<file path="config.mk">
export PLATFORM = sky130hd
export DESIGN_NAME = gate_out_filter
export DESIGN_NICKNAME = d
export VERILOG_FILES = /design/src/rtl/gate_out_filter.sv
export SDC_FILE = /design/constraint.sdc
export NUM_CORES = 1
export LEC_CHECK = 0
export CAP_MARGIN = 15
export CORE_MARGIN = 4
export CORE_UTILIZATION = 46
export DETAILED_ROUTE_END_ITERATION = 7
export GPL_ROUTABILITY_DRIVEN = 1
export PLACE_DENSITY = 0.78
export SLEW_MARGIN = 10
export SYNTH_ARGS = -nofsm -noshare
export SYNTH_HDL_FRONTEND = slang
export SYNTH_SLANG_ARGS = --single-unit
</file>
<file path="constraint.sdc">
create_clock -name clk -period 2 [get_ports clk]
set_input_delay 0.3 -clock clk [delete_from_list [all_inputs] [get_ports clk]]
set_output_delay 0.3 -clock clk [all_outputs]
set_load 0.05 [all_outputs]
</file>
<file path="src/rtl/gate_out_filter.sv">
// gate_out_filter: synchronize and debounce a glitchy gate-network level, emit edge pulses and optional edge events.
// Event buffer, edge counter and overflow are built only with GATE_OUT_FILTER_EVT_EN defined.
module gate_out_filter #(
  parameter int SYNC_STAGES   = 2,
  parameter int STABLE_CYCLES = 4,
  parameter int CNT_W         = 8
) (
  input  logic           clk,
  input  logic           rst,
  input  logic           din,
  output logic           dout,
  output logic           rise_pulse,
  output logic           fall_pulse,
  output logic           evt_valid,
  input  logic           evt_ready,
  output logic [CNT_W:0] evt_data,
  output logic           overflow
);
  typedef enum logic [1:0] {LOW_STABLE, QUAL_HIGH, HIGH_STABLE, QUAL_LOW} state_t;
  logic [SYNC_STAGES-1:0] r_sync;
  logic                   w_din_s;
  state_t                 r_state;
  logic [7:0]             r_cnt;
  assign w_din_s = r_sync[SYNC_STAGES-1];
  always_ff @(posedge clk)
    r_sync <= rst ? '0 : {r_sync[SYNC_STAGES-2:0], din};
  always_ff @(posedge clk) begin
    if (rst) begin
      r_state    <= LOW_STABLE;
      r_cnt      <= '0;
      dout       <= 1'b0;
      rise_pulse <= 1'b0;
      fall_pulse <= 1'b0;
    end else begin
      rise_pulse <= 1'b0;
      fall_pulse <= 1'b0;
      case (r_state)
        LOW_STABLE:
          if (w_din_s) begin
            r_state <= QUAL_HIGH;
            r_cnt   <= 8'd1;
          end
        QUAL_HIGH:
          if (!w_din_s) r_state <= LOW_STABLE;
          else if (r_cnt == 8'(STABLE_CYCLES)) begin
            r_state    <= HIGH_STABLE;
            dout       <= 1'b1;
            rise_pulse <= 1'b1;
          end else r_cnt <= r_cnt + 8'd1;
        HIGH_STABLE:
          if (!w_din_s) begin
            r_state <= QUAL_LOW;
            r_cnt   <= 8'd1;
          end
        QUAL_LOW:
          if (w_din_s) r_state <= HIGH_STABLE;
          else if (r_cnt == 8'(STABLE_CYCLES)) begin
            r_state    <= LOW_STABLE;
            dout       <= 1'b0;
            fall_pulse <= 1'b1;
          end else r_cnt <= r_cnt + 8'd1;
      endcase
    end
  end
`ifdef GATE_OUT_FILTER_EVT_EN
  logic [CNT_W-1:0] r_edges;
  logic [CNT_W-1:0] w_edges_n;
  logic             w_edge;
  logic             r_evt_valid;
  logic [CNT_W:0]   r_evt_data;
  logic             r_ovf;
  assign w_edge    = rise_pulse | fall_pulse;
  assign w_edges_n = r_edges + CNT_W'(1);
  // A new edge may replace the held event only when the consumer takes it in the same cycle.
  always_ff @(posedge clk) begin
    if (rst) begin
      r_edges     <= '0;
      r_evt_valid <= 1'b0;
      r_evt_data  <= '0;
      r_ovf       <= 1'b0;
    end else if (w_edge) begin
      r_edges <= w_edges_n;
      if (!r_evt_valid || evt_ready) begin
        r_evt_valid <= 1'b1;
        r_evt_data  <= {rise_pulse, w_edges_n};
      end else r_ovf <= 1'b1;
    end else if (evt_ready) r_evt_valid <= 1'b0;
  end
  assign evt_valid = r_evt_valid;
  assign evt_data  = r_evt_data;
  assign overflow  = r_ovf;
`else
  logic w_unused;
  assign w_unused  = evt_ready;
  assign evt_valid = 1'b0;
  assign evt_data  = '0;
  assign overflow  = 1'b0;
`endif
endmodule

</file>
Word level (Yosys, flattened, before mapping):

Cells that the tools add are included.

* bits in registers: 15
* output and inout port bits: 14

* $add $sub $neg: 1
* eq/ne operators: 12
* multiplexer cells: 19
* bitwise operators: 3
* reductions and logical operators: 7

Operator list (count)
* $mux W8: 5
* $pmux W8 S4: 1
* $mux W2: 6
* $ne A2 B2 Y1 const B: 6
* $add A8 B1 Y8 const B: 1
* $eq A8 B3 Y1 const B: 1
* $pmux W2 S4: 1
* $reduce_and A4 Y1: 2
* $ne A3 B3 Y1 const B: 2
* $reduce_or A3 Y1: 2
* $mux W1: 5
* $reduce_and A5 Y1: 1
* $eq A2 B2 Y1 const B: 2
* $not A1 Y1: 3
* $eq A2 B1 Y1 const B: 1
* $logic_not A2 Y1: 1
* $pmux W1 S2: 1
* $reduce_bool A2 Y1: 1

Longest topological paths before layout:

Gate-level depths: netlist (run 1).

* depth in word-level cells: 4
* mapped depth: 7
* depth with buffers taken out: 6

Worst setup path before layout (run 1):

No wires, ideal clock.

* kind: flip-flop to flip-flop
* start: register r_cnt[0]
* end: register dout
* data arrival time: 1597 ps
* required time: 1868 ps
* setup slack: 271 ps
* stages on the path, launching flop included: 8
* buffers on the path: 1
* clock period less this slack: 1729 ps
* cell sequence: dfxtp_1 inv_1 ha_1 or4bb_1 or2_1 buf_2 mux2i_1 a21oi_1

* word-level cells in the longest chain between the ends: 3
* elaborated cells between the ends (all ways): 4
* classes of those cells: 3 x eq/ne; 1 x reduce/logical

RTL lines
* start, declared: RTL line 23 `logic [7:0] r_cnt;`
* start signal, assigned: RTL line 49 `end else r_cnt <= r_cnt + 8'd1;`
* start signal, assigned: RTL line 61 `end else r_cnt <= r_cnt + 8'd1;`
* $eq A8 B3 Y1 *: RTL line 45, 57
* $ne A2 B2 Y1 (no source line)
* $reduce_and A5 Y1 (no source line) *
* end signal, assigned: RTL line 31 `dout <= 1'b0;`
* end signal, assigned: RTL line 47 `dout <= 1'b1;`
* end signal, assigned: RTL line 59 `dout <= 1'b0;`
* end, declared: RTL line 11 `output logic dout,`

Mark *: on every way between the ends. The rest lies on a longest branch, timed or not.
A chain may end at the register's enable or synchronous reset.

Final worst setup path (run 1):

Ends and elaborated chain as after synthesis.

==> flow_metrics.py, run 1 <==
metrics = {
    "worst_setup_path": {
        "cp_delay_by_family_top": "simple AND/OR/NAND/NOR gates",
        "critPathMaxStageDelay_ns": 0.54,
        "timing_worst_setup_path_type": "register to register",
        "crit_buf_inv": 1,
        "worst_path_max_delay_cell": "sky130_fd_sc_hd__or4bb_1",
        "worstSetupEndpointType": "register",
        "timing.critical_path.from_type": "register",
        "critPathMaxFanout": 4,
        "cp.required_ns": 2.18,
        "cells_along_the_critical_path": "inv_1 > ha_1 > or4bb_1 > or2_1 > mux2i_1 > a21oi_1",
        "worst-endpoint-arrival_ns": 2.01,
    },
    "sta": {
        "period_share_pct": 91.8,
        "tightest_slew_ns": 0.499,
        "relSlewSlack_pct": 66.6,
        "shortest_clock_period_the_worst_path_allows_after_layout_ns": 1.84,
        "finalMaxSlewViolations": 0,
        "timing.final.hold_violations": 0,
        "fin_setup_tns_ns": 0,
        "setup_viol": 0,
        "clock-skew-final_ns": 0.00353,
        "setup_repair_after_global_routing_missed_its_margin": "no",
        "timing.fmax_ghz": 0.545,
    },
    "clocking": {
        "cts.path.max_buffers": 2,
        "cts_sink_cnt": 15,
        "clk_pin_slew_worst_paths_ns": 0.09,
        "cts_tree": "yes",
        "cts_setup_buffers": 0,
        "htree_levels": 1,
        "cts_buffers": 3,
        "cts.root.buffer_cell": "sky130_fd_sc_hd__clkbuf_4",
        "clock_insertion_delay_worst_skew_ns": 0.29,
        "cts_hold_buffers": 0,
    },
    "synth": {
        "yosysWarningCount": 0,
        "synth.cells.most_frequent": "sky130_fd_sc_hd__dfxtp_1 (15), sky130_fd_sc_hd__buf_4 (11), sky130_fd_sc_hd__nor2_1 (8), sky130_fd_sc_hd__xnor2_1 (4)",
        "synth.avg_cell_area_um2": 9.21,
        "synth_enable_flop_cells": 0,
        "synth_area_leaders": "sky130_fd_sc_hd__dfxtp_1 (41%), sky130_fd_sc_hd__buf_4 (11%), sky130_fd_sc_hd__xnor2_1 (4.8%), sky130_fd_sc_hd__nor2_1 (4.1%), sky130_fd_sc_hd__xor2_1 (3.6%)",
        "synth_cell_types": 33,
        "synthMostInstantiatedCell": "sky130_fd_sc_hd__dfxtp_1",
        "synth_top_cell_area_share_pct": 40.7,
        "ys.flop_type": "sky130_fd_sc_hd__dfxtp_1",
        "synthCells": 80,
        "synth_top_area_cell": "sky130_fd_sc_hd__dfxtp_1",
        "syn_area_um2": 737,
        "synth_sequential_area_ratio_pct": 40.7,
        "ys_seq_elements": 15,
        "async_flop_share_pct": 0,
    },
    "global_route": {
        "antenna_found_initial": 0,
        "grt_overflow": 0,
        "grt_util_all_layers_pct": 11.7,
        "grt_max_degree": 11,
        "grt_pass1_vias": 455,
        "grt_first_pass_wirelength_mm": 1.80,
    },
    "power_and_ir_drop": {
        "peakVddDrop_mv": 0.513,
        "power_density_nw_per_um2": 719,
        "p_leak_nw": 0.311,
    },
    "hold_path": {
        "hold_class": "register to register",
    },
    "floorplan": {
        "die-width_um": 48.0,
        "rows": 14,
        "initial_utilization_pct": 48.9,
        "top_level_ports": 18,
        "dieHeight_um": 48.0,
        "core_um2": 1510,
        "floorplan.die_area_um2": 2310,
    },
    "final_layout": {
        "sequential_cell_area_um2": 300,
        "area.growth.synth_to_final_pct": 6.45,
        "drive_gt1_share_pct": 9.30,
        "multi_input_area_um2": 375,
        "diodes": 0,
        "fillCellCount": 138,
        "layout.nets": 93,
        "finished_cell_area_um2": 785,
    },
    "route": {
        "antenna_violating_nets_post_route": 0,
        "wirelength_mm": 1.11,
        "initial_detailed_routing_violation_count": 6,
        "drt-pass1-iter-count": 4,
        "drc_errors": 0,
        "route.detailed.wl_per_inst_um": 10.9,
        "route.detailed.vias_per_inst": 4.99,
        "route.vias.total": 509,
    },
    "run": {
        "drv_cap": 0,
    },
    "place": {
        "post-dp-hpwl_um": 834,
        "dpl_cell_area_um2": 753,
        "gpl.final_weighted_congestion": 0.773,
        "buffer_ports.inserted": 5,
    },
    "outcome": {
        "result_of_the_run": "completed",
    },
}
==> layout make-up <==
class                   instances  share of cell area, %
multi-input cells              59                   47.8
flip-flops and latches         15                   38.3
repair buffers                  5                   6.38
clock buffers                   3                   2.87
well taps                      16                   2.55
inverters                       3                   1.44
clock inverters                 1                  0.638
==> stage by stage <==
step	std cells	worst slack, ns	hold WS, ns	total power (W)	utilization [%]
global route	102	0.0326	0.476	0.000585	52.1
CTS	102	0.139	0.458	0.000569	51.8
global placement	98	0.181	0.423	0.000393	50.0
detailed placement	98	0.154	0.445	0.000395	50.0
finish	102	0.165	0.454	0.000564	52.1
floorplan	90	0.271	0.414	0.000400	-
==> path summary, 6_finish.rpt <==
| kind | slack (ns) | start | end | cells after the start |
|---|---|---|---|---|
| worst max-delay path | 0.16 | r_cnt[0] | dout | 6 |
| worst min-delay path | 0.45 | r_sync[0] | r_sync[1] | 1 |
| worst max register to register | 0.16 | r_cnt[0] | dout | 6 |
| worst min register to register | 0.45 | r_sync[0] | r_sync[1] | 1 |
==> registers in the layout (all words and copies together) (netlist names), named ones only <==
| register | cells |
|---|---|
| r_sync | 2 |
| dout | 1 |
| fall_pulse | 1 |
| rise_pulse | 1 |
| r_cnt | 8 |
| r_state | 1 |
==> timing repair <==
item / 4_1_cts / 5_1_grt
gates resized for setup: 0 / 1
setup endpoints to repair: 0 / 1
hold endpoints to repair: 0 / 0
==> layout by cell type (no fill, tap or decap), types with 2 or more instances in the layout <==
master / count
sky130_fd_sc_hd__nand3_1: 2
sky130_fd_sc_hd__inv_1: 3
sky130_fd_sc_hd__clkdlybuf4s50_1: 5
sky130_fd_sc_hd__a21oi_1: 2
sky130_fd_sc_hd__conb_1: 11
sky130_fd_sc_hd__xor2_1: 3
sky130_fd_sc_hd__nand2_1: 2
sky130_fd_sc_hd__dfxtp_1: 15
sky130_fd_sc_hd__clkbuf_4: 3
sky130_fd_sc_hd__nor2b_1: 3
sky130_fd_sc_hd__o21ai_0: 2
sky130_fd_sc_hd__mux2i_1: 2
sky130_fd_sc_hd__ha_1: 2
sky130_fd_sc_hd__xnor2_1: 4
sky130_fd_sc_hd__nor3_1: 2
sky130_fd_sc_hd__nor2_1: 8
==> kinds of logic (layout without fill, tap and decap cells) <==
kind of cell / count (synthesis) / count (layout) / share of synthesized area, %
buf+inv: 16 / 12 / 13.9
flops: 15 / 15 / 40.7
fa+ha+maj: 2 / 2 / 3.40
mux: 2 / 2 / 2.72
compound gates: 11 / 11 / 10.0
simple gates: 26 / 26 / 20.4
xor+xnor: 7 / 7 / 8.32
other cells: 1 / 11 / 0.509
==> layer usage <==
layer,global-route usage [%],share of wire (%)
met1,14.2,46
met2,16.9,44
met3,4.51,8.1
met4,8.06,2.5
met5,0,0
==> where the power goes <==
group / switching [W] / leakage (nW) / total [W] / internal [W]
logic: 0.0000656 / 0.172 / 0.0000801 / 0.0000144
registers: 0.00000466 / 0.122 / 0.000309 / 0.000304
clock network: 0.000101 / 0.0177 / 0.000175 / 0.0000746
total: 0.000171 / 0.311 / 0.000564 / 0.000393
(Power assumes the default switching activity.)
==> run 2, diff against run 1 <==
clock period = 1.81 ns   (was 2 ns; I/O delays follow)
==> run 2 against run 1 <==
Effect of this change:
- design area grew 3.8%
- via count rose by 5.1%
- critical path depth fell by 5
- power grew 13%
- critical path type is now register to output port
==> flow_metrics.py, run 2 (synthesis results as in run 1) <==
metrics = {
    "outcome": {
        "result_of_the_run": "completed",
    },
    "route": {
        "drt-pass1-iter-count": 3,
        "wirelength_mm": 1.24,
        "drc_errors": 0,
        "antenna_violating_nets_post_route": 0,
        "route.detailed.wl_per_inst_um": 11.8,
        "route.vias.total": 535,
        "route.detailed.vias_per_inst": 5.10,
        "initial_detailed_routing_violation_count": 13,
    },
    "clocking": {
        "cts_setup_buffers": 0,
        "cts.root.buffer_cell": "sky130_fd_sc_hd__clkbuf_4",
        "cts.path.max_buffers": 2,
        "cts_sink_cnt": 15,
        "clk_pin_slew_worst_paths_ns": 0.10,
        "cts_tree": "yes",
        "htree_levels": 1,
        "clock_insertion_delay_worst_skew_ns": 0.30,
        "cts_buffers": 3,
    },
    "global_route": {
        "grt_overflow": 0,
        "antenna_found_initial": 0,
        "grt_pass1_vias": 437,
        "grt_util_all_layers_pct": 12.2,
        "grt_max_degree": 10,
        "grt_first_pass_wirelength_mm": 1.81,
    },
    "hold_path": {
        "hold_depth": 1,
        "hold_path_end": "r_sync[1]",
        "hold_path_startpoint": "r_sync[0]",
        "hold_class": "register to register",
    },
    "final_layout": {
        "largest_register_ff_count": 8,
        "top_regs": "r_cnt (8), r_sync (2)",
        "layout.nets": 96,
        "drive_gt1_share_pct": 15.7,
        "fillCellCount": 143,
        "fin_cells": 105,
        "layout_common_cells": "sky130_fd_sc_hd__dfxtp_1 (14), sky130_fd_sc_hd__conb_1 (11), sky130_fd_sc_hd__nor2_1 (8), sky130_fd_sc_hd__clkdlybuf4s50_1 (5), sky130_fd_sc_hd__xnor2_1 (4)",
        "diodes": 0,
        "regMostFlops": "r_cnt",
        "most_common_cell_after_layout_fill_and_taps_aside": "sky130_fd_sc_hd__dfxtp_1",
        "area.growth.synth_to_final_pct": 10.5,
    },
    "worst_setup_path": {
        "crit_buf_inv": 1,
        "cp.required_ns": 1.54,
        "critPathMaxStageDelay_ns": 0.81,
        "regToRegSetupSlack_ns": 0.12,
        "worstReg2RegEnd": "dout",
        "worst-endpoint-arrival_ns": 1.48,
        "timing.critical_path.from_type": "register",
        "timing_worst_setup_path_type": "register to output port",
        "worst_path_max_delay_cell": "sky130_fd_sc_hd__clkdlybuf4s50_1",
        "critPathMaxFanout": 3,
        "cells_along_the_critical_path": "clkdlybuf4s50_1",
        "r2r_start": "r_cnt[0]",
        "cp_delay_by_family_top": "buffers and inverters",
        "worstSetupEndpointType": "output port",
        "r2r_cells": 6,
    },
    "sta": {
        "timing.fmax_ghz": 0.571,
        "timing.final.hold_violations": 0,
        "relSlewSlack_pct": 66.8,
        "clock-skew-final_ns": 0.00353,
        "finalMaxSlewViolations": 0,
        "shortest_clock_period_the_worst_path_allows_after_layout_ns": 1.75,
        "tightest_slew_ns": 0.497,
        "fin_setup_tns_ns": 0,
        "setup_viol": 0,
        "period_share_pct": 96.8,
        "setup_repair_after_global_routing_missed_its_margin": "no",
    },
    "floorplan": {
        "floorplan.die_area_um2": 2310,
        "rows": 14,
        "die-width_um": 48.0,
        "top_level_ports": 18,
        "initial_utilization_pct": 48.9,
        "core_um2": 1510,
        "dieHeight_um": 48.0,
    },
    "place": {
        "post-dp-hpwl_um": 909,
        "numPlacedInstances": 101,
        "buffer_ports.inserted": 5,
        "gpl.final_weighted_congestion": 0.760,
    },
    "run": {
        "drv_cap": 0,
    },
    "power_and_ir_drop": {
        "power_density_nw_per_um2": 780,
        "p_leak_nw": 0.327,
        "peakVddDrop_mv": 0.578,
    },
}
[run 2: cell types whose count changed in the layout (fill, tap and decap cells not counted)]
cell and delta:
sky130_fd_sc_hd__buf_4 +3, sky130_fd_sc_hd__dfxtp_1 -1, sky130_fd_sc_hd__dfxtp_2 +1, sky130_fd_sc_hd__or2_1 -1, sky130_fd_sc_hd__or2_4 +1, sky130_fd_sc_hd__or4bb_1 -1, sky130_fd_sc_hd__or4bb_4 +1
[run 2: where the power goes]
group | total [W] | internal [W] | leakage (nW) | switching, W
sequential | 0.000341 | 0.000336 | 0.122 | 0.00000503
combinational | 0.0000926 | 0.0000190 | 0.187 | 0.0000736
clock | 0.000202 | 0.0000824 | 0.0177 | 0.000119
total | 0.000635 | 0.000437 | 0.327 | 0.000198
[run 2: per-stage QoR]
| step | total power [W] | setup slack, ns | cell area [um2] | hold WS (ns) | util, % |
|---|---|---|---|---|---|
| finish | 0.000635 | 0.0580 | 815 | 0.449 | 54.1 |
| global placement | 0.000438 | 0.0772 | 776 | 0.422 | 51.5 |
| detailed placement | 0.000440 | 0.0278 | 776 | 0.436 | 51.5 |
| global route | 0.000653 | 0.0175 | 815 | 0.470 | 54.1 |
| CTS | 0.000636 | 0.00569 | 803 | 0.456 | 53.3 |
| floorplan | 0.000442 | 0.0812 | 774 | 0.400 | - |
[run 2: routing by layer]
layer,vias to the layer above,GRT usage (%),share of wire (%)
li1,266,-,-
met5,-,0,0
met3,5,4.51,7.1
met4,0,8.06,3.1
met2,17,17.4,44
met1,247,15.1,46
[run 2: cell type report]
| cell class | count | area [um2] | area share [%] |
|---|---|---|---|
| inverter | 3 | 11.3 | 1.38 |
| timing repair buffer | 8 | 72.6 | 8.91 |
| tap | 16 | 20.0 | 2.46 |
| clock inverter | 1 | 5.00 | 0.614 |
| clock buffer | 3 | 22.5 | 2.76 |
| sequential | 15 | 302 | 37.0 |
| multi-input combinational | 59 | 382 | 46.9 |
[run 2: how the worst max path moves through the flow]
stage	slack (ns)	from	end	cells after the start
final	0.06	dout	dout	1
after global routing	0.02	dout	dout	1
after CTS	0.006	r_cnt[0]	dout	6
after detailed placement	0.03	r_cnt[0]	dout	6
after global placement	0.08	r_cnt[0]	dout	6
after floorplan	0.08	r_cnt[0]	dout	7
[run 2: what timing repair did]
action | 4_1_cts | 5_1_grt
setup endpoints to repair | 0 | 8
hold buffers | 0 | 0
resized for setup | 0 | 4
==> run 3, diff against run 2 <==
SLEW_MARGIN = 20   (was 10)
==> results of run 3 <==
Same layout as run 2: the final DEF is identical, and so are final timing and power.
